File: config.mk
export PLATFORM = sky130hd
export DESIGN_NAME = gpu_command_intake
export DESIGN_NICKNAME = d
export VERILOG_FILES = /design/src/rtl/gpu_command_intake.sv
export SDC_FILE = /design/constraint.sdc
export NUM_CORES = 1
export LEC_CHECK = 0
export ABC_CLOCK_PERIOD_IN_PS = 10200
export BUFFER_PORTS_ARGS = -buffer_cell sky130_fd_sc_hd__buf_2
export CAP_MARGIN = 20
export CORE_MARGIN = 3
export CORE_UTILIZATION = 60
export CTS_CLUSTER_SIZE = 20
export DETAILED_ROUTE_END_ITERATION = 6
export PLACE_DENSITY = 0.85
export SLEW_MARGIN = 20
export SYNTH_ARGS = -nofsm -noshare
export SYNTH_HDL_FRONTEND = slang
export SYNTH_SLANG_ARGS = --single-unit
File: constraint.sdc
create_clock -name clk -period 10.2 [get_ports clk]
set_input_delay 2.55 -clock clk [delete_from_list [all_inputs] [get_ports clk]]
set_output_delay 2.55 -clock clk [all_outputs]
set_load 0.1 [all_outputs]
File: src/rtl/gpu_command_intake.sv
// Command-word FIFO feeding a control unit that consumes 3-word shape commands.
// Define GPU_INTAKE_STATUS_EN to build the sticky overflow/underflow/proto_err flags.
module gpu_command_intake #(
    parameter int DEPTH = 8,
    parameter int WIDTH = 32
) (
    input  logic                       clk,
    input  logic                       reset,
    input  logic                       wr_en,
    input  logic [WIDTH-1:0]           wr_data,
    output logic                       full,
    output logic                       empty,
    output logic [$clog2(DEPTH):0]     count,
    output logic                       busy,
    input  logic                       read,
    input  logic                       busy_reset,
    output logic [WIDTH-1:0]           op_data,
    output logic                       overflow,
    output logic                       underflow,
    output logic                       proto_err,
    input  logic                       err_clear,
    output logic                       state_dbg
);
    localparam int AW = $clog2(DEPTH);
    localparam int CW = AW + 1;

    typedef enum logic {
        ST_WAIT   = 1'b0,
        ST_ACTIVE = 1'b1
    } state_t;

    state_t           state;
    logic [WIDTH-1:0] mem [DEPTH];
    logic [AW-1:0]    wr_ptr;
    logic [AW-1:0]    rd_ptr;
    logic [CW-1:0]    cnt;
    logic [1:0]       pop_cnt;

    logic pop_ok, rd_ok, end_shape, push_ok;
    logic ovf_evt, unf_evt, proto_evt;

    assign full      = (cnt == CW'(DEPTH));
    assign empty     = (cnt == '0);
    assign count     = cnt;
    assign busy      = (state == ST_ACTIVE);
    assign state_dbg = state;
    assign op_data   = empty ? '0 : mem[rd_ptr];

    // Strobes are single-cycle requests with no back-pressure: wr_en pushes when
    // space exists (or a pop frees it), read pops an operand only while busy and
    // fewer than two were taken, busy_reset pops operand 3 and ends the shape.
    always_comb begin
        pop_ok    = 1'b0;
        rd_ok     = 1'b0;
        end_shape = 1'b0;
        proto_evt = 1'b0;
        unf_evt   = (read || busy_reset) && empty;
        if (busy_reset) begin
            if (state != ST_ACTIVE) begin
                proto_evt = 1'b1;
            end else begin
                end_shape = 1'b1;
                pop_ok    = !empty;
                proto_evt = read || (pop_cnt != 2'd2);
            end
        end else if (read) begin
            if (state != ST_ACTIVE || pop_cnt == 2'd2) begin
                proto_evt = 1'b1;
            end else begin
                rd_ok  = 1'b1;
                pop_ok = !empty;
            end
        end
        push_ok = wr_en && (!full || pop_ok);
        ovf_evt = wr_en && !push_ok;
    end

    always_ff @(posedge clk) begin
        if (push_ok) begin
            mem[wr_ptr] <= wr_data;
        end
    end

    always_ff @(posedge clk) begin
        if (reset) begin
            wr_ptr  <= '0;
            rd_ptr  <= '0;
            cnt     <= '0;
            pop_cnt <= '0;
            state   <= ST_WAIT;
        end else begin
            if (push_ok) begin
                wr_ptr <= wr_ptr + 1'b1;
            end
            if (pop_ok) begin
                rd_ptr <= rd_ptr + 1'b1;
            end
            cnt <= cnt + CW'(push_ok) - CW'(pop_ok);
            case (state)
                ST_WAIT: begin
                    if (cnt >= CW'(3)) begin
                        state   <= ST_ACTIVE;
                        pop_cnt <= '0;
                    end
                end
                ST_ACTIVE: begin
                    if (end_shape) begin
                        state <= ST_WAIT;
                    end else if (rd_ok) begin
                        pop_cnt <= pop_cnt + 2'd1;
                    end
                end
                default: state <= ST_WAIT;
            endcase
        end
    end

`ifdef GPU_INTAKE_STATUS_EN
    // A fresh error event in the same cycle as err_clear keeps its flag set.
    always_ff @(posedge clk) begin
        if (reset) begin
            overflow  <= 1'b0;
            underflow <= 1'b0;
            proto_err <= 1'b0;
        end else begin
            overflow  <= ovf_evt   || (overflow  && !err_clear);
            underflow <= unf_evt   || (underflow && !err_clear);
            proto_err <= proto_evt || (proto_err && !err_clear);
        end
    end
`else
    logic unused_status;
    assign unused_status = ^{err_clear, ovf_evt, unf_evt, proto_evt};
    assign overflow  = 1'b0;
    assign underflow = 1'b0;
    assign proto_err = 1'b0;
`endif

endmodule
==> results.yml, run 1 <==
run_status:
  outcome: "complete, no violations"
power:
  p_leak_uw: 0.003979
  power_density_nw_per_um2: 293.8
  max-vdd-ir-drop_v: 0.0003097
placed_design:
  post-dp-hpwl_mm: 10.53
  port_buffers: 76
  placedInstanceArea_sq_um: 11150
  routabilityCongestion: 0.7202
floorplan:
  ios: 81
  row_count: 47
  die_h_microns: 138.4
  die_area_sq_um: 19150
  die_w_microns: 138.4
  initial_core_util_pct: 62.30
  coreArea_sq_um: 16880
global_route:
  grt_pass1_wl_mm: 30.59
  antenna_found_initial: 0
  grt_max_degree: 45
  grt_pass1_vias: 5229
  grt_overflow: 0
  track_usage_pct: 20.76
clock_network:
  cts_made_buffers: 26
  cts_tree: "built"
  clk_pin_slew_ns: 0.06
  cts_resized: 0
  htree_num_levels: 1
  clock_path_buffers: 3
  holdBufCountCts: 0
  clkLatencyLatePin_ns: 0.52
  clock_sinks: 272
  clockRootBuffer: "clkbuf_16"
  post_cts_buffers: 0
finish:
  fin_nets: 610
  design_area_sq_um: 12080
  n_antenna_cell: 0
  final_cell_mix: "256 x edfxtp_1, 76 x buf_2, 64 x mux4_2"
  layout_commonest_cell: "edfxtp_1"
  drive_gt1_share_pct: 35.85
  area_growth_pct: 14.91
drt:
  firstDrtPassIters: 5
  via_count: 4969
  drtAntennaViolNets: 0
  drc: 0
  wirelength_mm: 19.75
  viasPerCell: 6.188
  wl_per_cell_microns: 24.60
  drt_iter0_drc: 453
flow_run:
  max-cap-violations: 0
synth:
  synth-edff-count: 256
  yosysWarnings: 0
  ys_types: 42
  synth_seq_area_share_pct: 76.16
  synth_seq_cells: 272
  synth_area_per_cell_sq_um: 22.18
  synthCells: 474
  synthArstFlopShare_pct: 0
  synth_ff_type: "edfxtp_1"
  syn-cell-area_sq_um: 10510
timing:
  timing_hold_violations_final: 0
  rsz0062_at_grt: "no"
  setup_violations: 0
  relSlewSlack_pct: 27.26
  clock.fmax_mhz: 176.2
  period_share_pct: 55.64
  finClkSkew_ns: 0.009926
  drv_slew: 0
  worst_slew_pin_slew_ns: 1.086
  tns_ns: 0
  period_needed_ns: 5.675
critical_path:
  cp_cell_sequence: "buf_4, mux4_2, a22o_1, buf_2"
  cpLargestDelayFamily: "buffers and inverters"
  criticalPathCategory: "reg -> out"
  cpPeakStageDelay_ns: 0.70
  worstSetupEndpointType: "primary output"
  cp.required_ns: 7.65
  critPathSlowestCell: "buf_4"
  cp_max_fo: 40
  cp-start-kind: "flop"
  crit_buf_inv: 2
  arrival_ns: 3.13
min_path:
  worst_hold_path_type: "reg -> reg"
==> synth_stat cells (4+ instances only) <==
library cell	count	area share, %
edfxtp_1	256	73
mux4_2	64	14
a22o_1	32	2.7
dfxtp_1	16	3.0
clkbuf_1	11	0.39
buf_6	9	0.96
nor2_1	9	0.32
ha_1	8	0.95
nor2b_1	6	0.36
buf_4	5	0.36
inv_1	5	0.18
nand2b_1	5	0.30
a21oi_1	4	0.19
mux2i_1	4	0.38
nand2_1	4	0.14
==> cell families after synthesis <==
logic type	after synthesis	share of synthesized area [%]
DFF	272	76.16
muxes	70	14.30
AOI/OAI and AO/OA	44	3.463
and+or+nand+nor	39	2.499
buffers and inverters	36	2.142
adders and majority gates	9	1.142
xor gates and xnor gates	3	0.2500
other	1	0.03567
==> path summary, 6_finish.rpt <==
path	startpoint	end	slack [ns]	cells past startpoint
setup / recovery	flop	op_data[16]	4.52	4
hold / removal	pop_cnt[0]	pop_cnt[0]	0.49	1
setup reg to reg	pop_cnt[0]	mem[7][4]	6.95	7
hold reg to reg	pop_cnt[0]	pop_cnt[0]	0.49	1
==> where the power goes <==
group / internal [uW] / switching (uW)
logic: 279 / 901
clock network: 615 / 396
registers: 1310 / 51.4
==> flip-flops by register name, summed over array words and instances, names as in the netlist, named ones only <==
name     cells
pop_cnt      2
rd_ptr       3
count        4
wr_ptr       3
mem        256
busy         1
==> routing by layer <==
metal	track usage [%]	up-vias	wire (microns)
li1	-	2164	-
met1	29.29	2549	7865
met2	34.87	207	10030
met3	3.108	49	1385
met4	5.564	0	471
met5	0	-	0
==> layout make-up <==
| class | instances | area (sq um) |
|---|---|---|
| inverters | 6 | 22.52 |
| flip-flops and latches | 272 | 8013 |
| clock inverters | 16 | 226.5 |
| well taps | 220 | 275.3 |
| multi-input cells | 168 | 2369 |
| fillers | 947 | 4796 |
| clock buffers | 32 | 694.4 |
| repair buffers | 89 | 481.7 |
==> stage by stage <==
stage | hold WS (ns) | setup WS [ns] | cells | total power (uW) | utilization (%)
5_1_grt | 0.5279 | 4.273 | 803 | 3663 | 71.58
6_report | 0.4888 | 4.525 | 803 | 3550 | 71.58
3_5_place_dp | 0.4870 | 4.850 | 754 | 2565 | 66.06
3_3_place_gp | 0.4648 | 4.941 | 754 | 2544 | 66.06
2_1_floorplan | 0.4486 | 3.345 | 476 | 2362 | -
4_1_cts | 0.4953 | 4.434 | 802 | 3576 | 71.52
Note: power is estimated with default switching activity, not from simulation.
==> inputs of run 2 (changes only) <==
- ABC_CLOCK_PERIOD_IN_PS: 10200 -> 5400
- CORE_UTILIZATION: 60 -> 59
- PLACE_DENSITY: 0.85 -> 0.84
- clock period: 10.2 -> 5.4 ns (I/O delays scaled with it)
==> results.yml, run 2 (synthesis results as in run 1) <==
timing:
  layout_setup_ws_ns: 0.9254
  relSlewSlack_pct: 32.60
  drv_slew: 0
  timing_hold_violations_final: 0
  period_needed_ns: 4.475
  finClkSkew_ns: 0.01058
  rsz0062_at_grt: "no"
  setup_violations: 0
  period_share_pct: 82.86
  worst_slew_pin_slew_ns: 1.007
  clock.fmax_mhz: 223.5
global_route:
  antenna_found_initial: 3
  grt_pass1_vias: 5394
  grt_overflow: 0
  grt_max_degree: 36
  grt_pass1_wl_mm: 31.17
  track_usage_pct: 21.17
power:
  seqPwrFrac_pct: 39.5
  p_clk_share_pct: 26.2
  intPower_uw: 4016
  power.total_uw: 6536
  p_comb_share_pct: 34.3
  swShare_pct: 38.55
  max-vdd-ir-drop_v: 0.0004606
  power_density_nw_per_um2: 541.7
  p_leak_uw: 0.003949
  switching_power_uw: 2519
critical_path:
  reg2reg_from: "pop_cnt[0]"
  critPathLaunch: "count[2]"
  cp.required_ns: 4.05
  worstSetupEndpointType: "primary output"
  arrival_ns: 3.12
  cp_max_fo: 24
  ff2ff_setup_slack_ns: 2.45
  criticalPathCategory: "reg -> out"
  cp-start-kind: "flop"
clock_network:
  cts_made_buffers: 26
  cts_resized: 0
  holdBufCountCts: 0
  cts_tree: "built"
  clock_path_buffers: 3
  post_cts_buffers: 0
  htree_num_levels: 1
  clock_sinks: 272
  clockRootBuffer: "clkbuf_16"
  clk_pin_slew_ns: 0.06
  clkLatencyLatePin_ns: 0.52
finish:
  final_cell_mix: "256 x edfxtp_1, 76 x buf_2, 64 x mux4_2"
  regMostFlops: "mem"
  utilization_pct: 69.51
  fin_nets: 611
  drive_gt1_share_pct: 34.71
  fillers: 1012
  area_growth_pct: 14.75
  largest_reg_flops: 256
  layout_commonest_cell: "edfxtp_1"
drt:
  firstDrtPassIters: 5
  wirelength_mm: 20.13
  via_count: 5034
  drc: 0
  drtAntennaViolNets: 0
  viasPerCell: 6.230
  drt_iter0_drc: 394
  wl_per_cell_microns: 24.91
floorplan:
  row_count: 48
  ios: 81
  coreArea_sq_um: 17360
  initial_core_util_pct: 60.58
  die_h_microns: 139.5
  die_area_sq_um: 19460
  die_w_microns: 139.5
min_path:
  min-delay-start: "pop_cnt[0]"
  worst_hold_path_type: "reg -> reg"
placed_design:
  routabilityCongestion: 0.7019
  preCtsSetupSlack_ns: 1.489
  post-dp-hpwl_mm: 11.34
  port_buffers: 76
flow_run:
  max-cap-violations: 0
run_status:
  outcome: "complete, no violations"
## run 2: power by group through the flow
stage / Clock [uW] / Sequential [uW] / Combinational (uW)
finish: 1710 / 2580 / 2240
global route: 1830 / 2600 / 2330
CTS: 1740 / 2580 / 2260
global placement: 0 / 2610 / 2220
detailed placement: 0 / 2620 / 2250
floorplan: 0 / 2650 / 1810
## run 2: final cells by class
type	instances	area (sq um)	area share, %
antenna	1	2.502	0.02074
clock buffer	34	701.9	5.818
clock inverter	12	101.3	0.8401
inverter	6	22.52	0.1867
multi-input combinational	168	2369	19.63
sequential	272	8013	66.42
tap	225	281.5	2.334
timing repair buffer	90	573.1	4.750
## run 2: metrics by stage
stage | hold slack (ns) | instances | cell area, sq um | TNS (ns)
floorplan | 0.4486 | 476 | 10520 | -44.31
global placement | 0.4608 | 761 | 11260 | 0
detailed placement | 0.4859 | 761 | 11260 | 0
CTS | 0.4947 | 807 | 12060 | 0
global route | 0.5074 | 808 | 12060 | 0
finish | 0.4896 | 808 | 12060 | 0
## run 2: critical path, cell delays in order, from the launching register on
cell and delay, ns:
dfxtp_1 0.33, inv_1 0.08, ha_1 0.25, or3b_4 0.28, inv_2 0.05, nor2_4 0.62
buf_4 0.32, a22o_1 0.21, buf_2 0.44
## run 2: path summary, 6_finish.rpt
check | to | cells after the start
worst min-delay path | pop_cnt[0] | 1
worst max-delay path | op_data[3] | 8
worst min register to register | pop_cnt[0] | 1
worst max register to register | mem[1][22] | 7
## run 2: layer usage
layer	wire length, microns	share of wire (%)	global-route usage [%]	up-vias
met1	7557	38	27.54	2606
met5	27	0.13	0	-
li1	-	-	-	2170
met3	1394	6.9	3.780	45
met4	557	2.8	6.437	4
met2	10590	53	37.02	209
==> inputs of run 3 (changes only) <==
- ABC_AREA: not set -> 1
- ABC_CLOCK_PERIOD_IN_PS: 5400 -> 3700
- CORE_UTILIZATION: 59 -> 54
- PLACE_DENSITY: 0.84 -> 0.81
- clock period: 5.4 -> 3.7 ns (I/O delays scaled with it)
==> results.yml, run 3 <==
timing:
  clock.fmax_mhz: 283.0
  finClkSkew_ns: 0.006825
  period_share_pct: 95.52
  holdWs_ns: 0.4677
  relSlewSlack_pct: 51.86
  drv_slew: 0
  rsz0062_at_grt: "no"
  tns_ns: 0
  timing_hold_violations_final: 0
  worst_slew_pin_slew_ns: 0.7195
  layout_setup_ws_ns: 0.1659
  setup_violations: 0
  period_needed_ns: 3.534
global_route:
  grt_pass1_wl_mm: 35.61
  grt_use_met1_pct: 26.93
  grtUsageMet2_pct: 35.42
  grt_overflow: 0
  top_usage_layer: "met2"
  track_usage_pct: 20.65
  antenna_found_initial: 3
  use_met3_pct: 3.504
  grt_pass1_vias: 6927
  grt_max_degree: 129
synth:
  yosysTopAreaCell: "edfxtp_1"
  synth_top_area_share_pct: 70.51
  synth_seq_cells: 272
  synth_area_per_cell_sq_um: 12.55
  synthCells: 869
  syn-cell-area_sq_um: 10900
  yosysWarnings: 0
  synth_seq_area_share_pct: 73.45
  synthTopCellsByArea: "edfxtp_1 71%, nor2_1 8.3%, o21ai_0 4.7%, dfxtp_1 2.9%, o211ai_1 2.2%"
  ys_types: 28
  ys_top_cells_by_count: "256 x edfxtp_1, 241 x nor2_1, 103 x o21ai_0"
  synth-edff-count: 256
  yosysMostFrequentCell: "edfxtp_1"
  synthArstFlopShare_pct: 0
  synth_ff_type: "edfxtp_1"
finish:
  design_area_sq_um: 12510
  stdcell_count: 1227
  n_antenna_cell: 0
  fin_nets: 990
  largest_reg_flops: 256
  regMostFlops: "mem"
  final_cell_mix: "256 x edfxtp_1, 205 x nor2_1, 103 x o21ai_0"
  area_growth_pct: 14.76
  layout_commonest_cell: "edfxtp_1"
  drive_gt1_share_pct: 18.92
critical_path:
  r2r.worst_path.cells: 8
  cp-start-kind: "flop"
  criticalPathCategory: "reg -> out"
  worstSetupEndpointType: "primary output"
  arrival_ns: 2.61
  cp_max_fo: 25
  critPathSlowestCell: "nand2_2"
  cpPeakStageDelay_ns: 0.54
  cpLargestDelayFamily: "buffers and inverters"
  crit_buf_inv: 3
  ff2ff_setup_slack_ns: 0.88
  cp.required_ns: 2.77
  cp_cell_sequence: "inv_1, ha_1, nand2_2, buf_4, nand2_1, nor2_2, buf_2"
  reg2reg_from: "count[2]"
  worstReg2RegEnd: "mem[1][11]"
clock_network:
  cts_resized: 0
  holdBufCountCts: 0
  post_cts_buffers: 0
  clk_pin_slew_ns: 0.06
  clock_sinks: 272
  clkLatencyLatePin_ns: 0.52
  clockRootBuffer: "clkbuf_16"
  cts_made_buffers: 27
  htree_num_levels: 1
  cts_tree: "built"
  clock_path_buffers: 3
power:
  max-vdd-ir-drop_v: 0.0008110
  power_density_nw_per_um2: 862.6
  p_leak_uw: 0.004422
placed_design:
  placedInstanceArea_sq_um: 11690
  routabilityCongestion: 0.6929
  post-dp-hpwl_mm: 12.36
  dp_cells: 1179
  port_buffers: 76
  preCtsSetupSlack_ns: 0.7001
flow_run:
  max-cap-violations: 0
drt:
  drtAntennaViolNets: 0
  via_count: 6958
  drc: 0
  viasPerCell: 5.671
  wl_per_cell_microns: 18.69
  drt_iter0_drc: 482
  firstDrtPassIters: 5
  wirelength_mm: 22.93
floorplan:
  die_h_microns: 148.1
  die_w_microns: 148.1
  row_count: 51
  ios: 81
  initial_core_util_pct: 55.47
  die_area_sq_um: 21930
  coreArea_sq_um: 19650
min_path:
  min-delay-start: "rd_ptr[2]"
  whs_path_depth: 2
  worst_hold_path_type: "reg -> reg"
run_status:
  outcome: "complete, no violations"
==> run 3: cell type report <==
class	count	area, sq um
timing repair buffer	98	620.6
fill	1451	7142
tap	265	331.6
clock inverter	10	97.59
multi-input combinational	528	2660
sequential	272	8014
clock buffer	38	726.9
inverter	16	61.31
==> run 3: worst max path at each step <==
stage / endpoint / from / cells after the start / slack [ns]
6_report: op_data[19] / count[2] / 7 / 0.17
5_1_grt: op_data[12] / flop / 7 / 0.03
4_1_cts: op_data[19] / count[2] / 7 / 0.15
3_5_place_dp: op_data[19] / count[2] / 7 / 0.70
3_3_place_gp: op_data[30] / count[2] / 7 / 0.72
2_1_floorplan: mem[1][0] / count[2] / 6 / -0.09
==> run 3: report_power, final <==
part,leakage (uW),total [uW],switching [uW],internal (uW)
registers,0.00246,3690,97.0,3590
clock network,0.000398,2550,1050,1500
logic,0.00157,4550,3720,828
==> run 3: stage by stage <==
stage / utilization [%] / power (uW)
2_1_floorplan: - / 7539
4_1_cts: 63.66 / 10850
3_3_place_gp: 59.47 / 8221
6_report: 63.66 / 10790
5_1_grt: 63.66 / 11250
3_5_place_dp: 59.47 / 8303
==> run 3: layer usage <==
layer | part of all wire [%] | wire length (microns) | vias up
li1 | - | - | 3269
met1 | 40 | 9151 | 3333
met2 | 50 | 11480 | 287
met3 | 6.7 | 1541 | 63
met4 | 3.2 | 738 | 6
met5 | 0.10 | 24 | -
==> run 3: kinds of logic (layout without fill, tap and decap cells) <==
| group | Yosys count | count (layout) | synth area share (%) |
|---|---|---|---|
| compound gates | 207 | 207 | 10.63 |
| flops | 272 | 272 | 73.45 |
| buf+inv | 71 | 162 | 3.707 |
| xor+xnor | 2 | 2 | 0.1607 |
| other cells | 1 | 3 | 0.03439 |
| fa+ha+maj | 9 | 9 | 1.102 |
| simple gates | 307 | 307 | 10.92 |
==> run 3: worst reg2reg max path: stages (launching register included) <==
cell and delay, ns:
dfxtp_1 0.32, inv_1 0.07, ha_1 0.22, nand2_2 0.54, nand2_2 0.20, nand2_2 0.17
nand3_2 0.24, nor2_4 0.48, buf_12 0.26
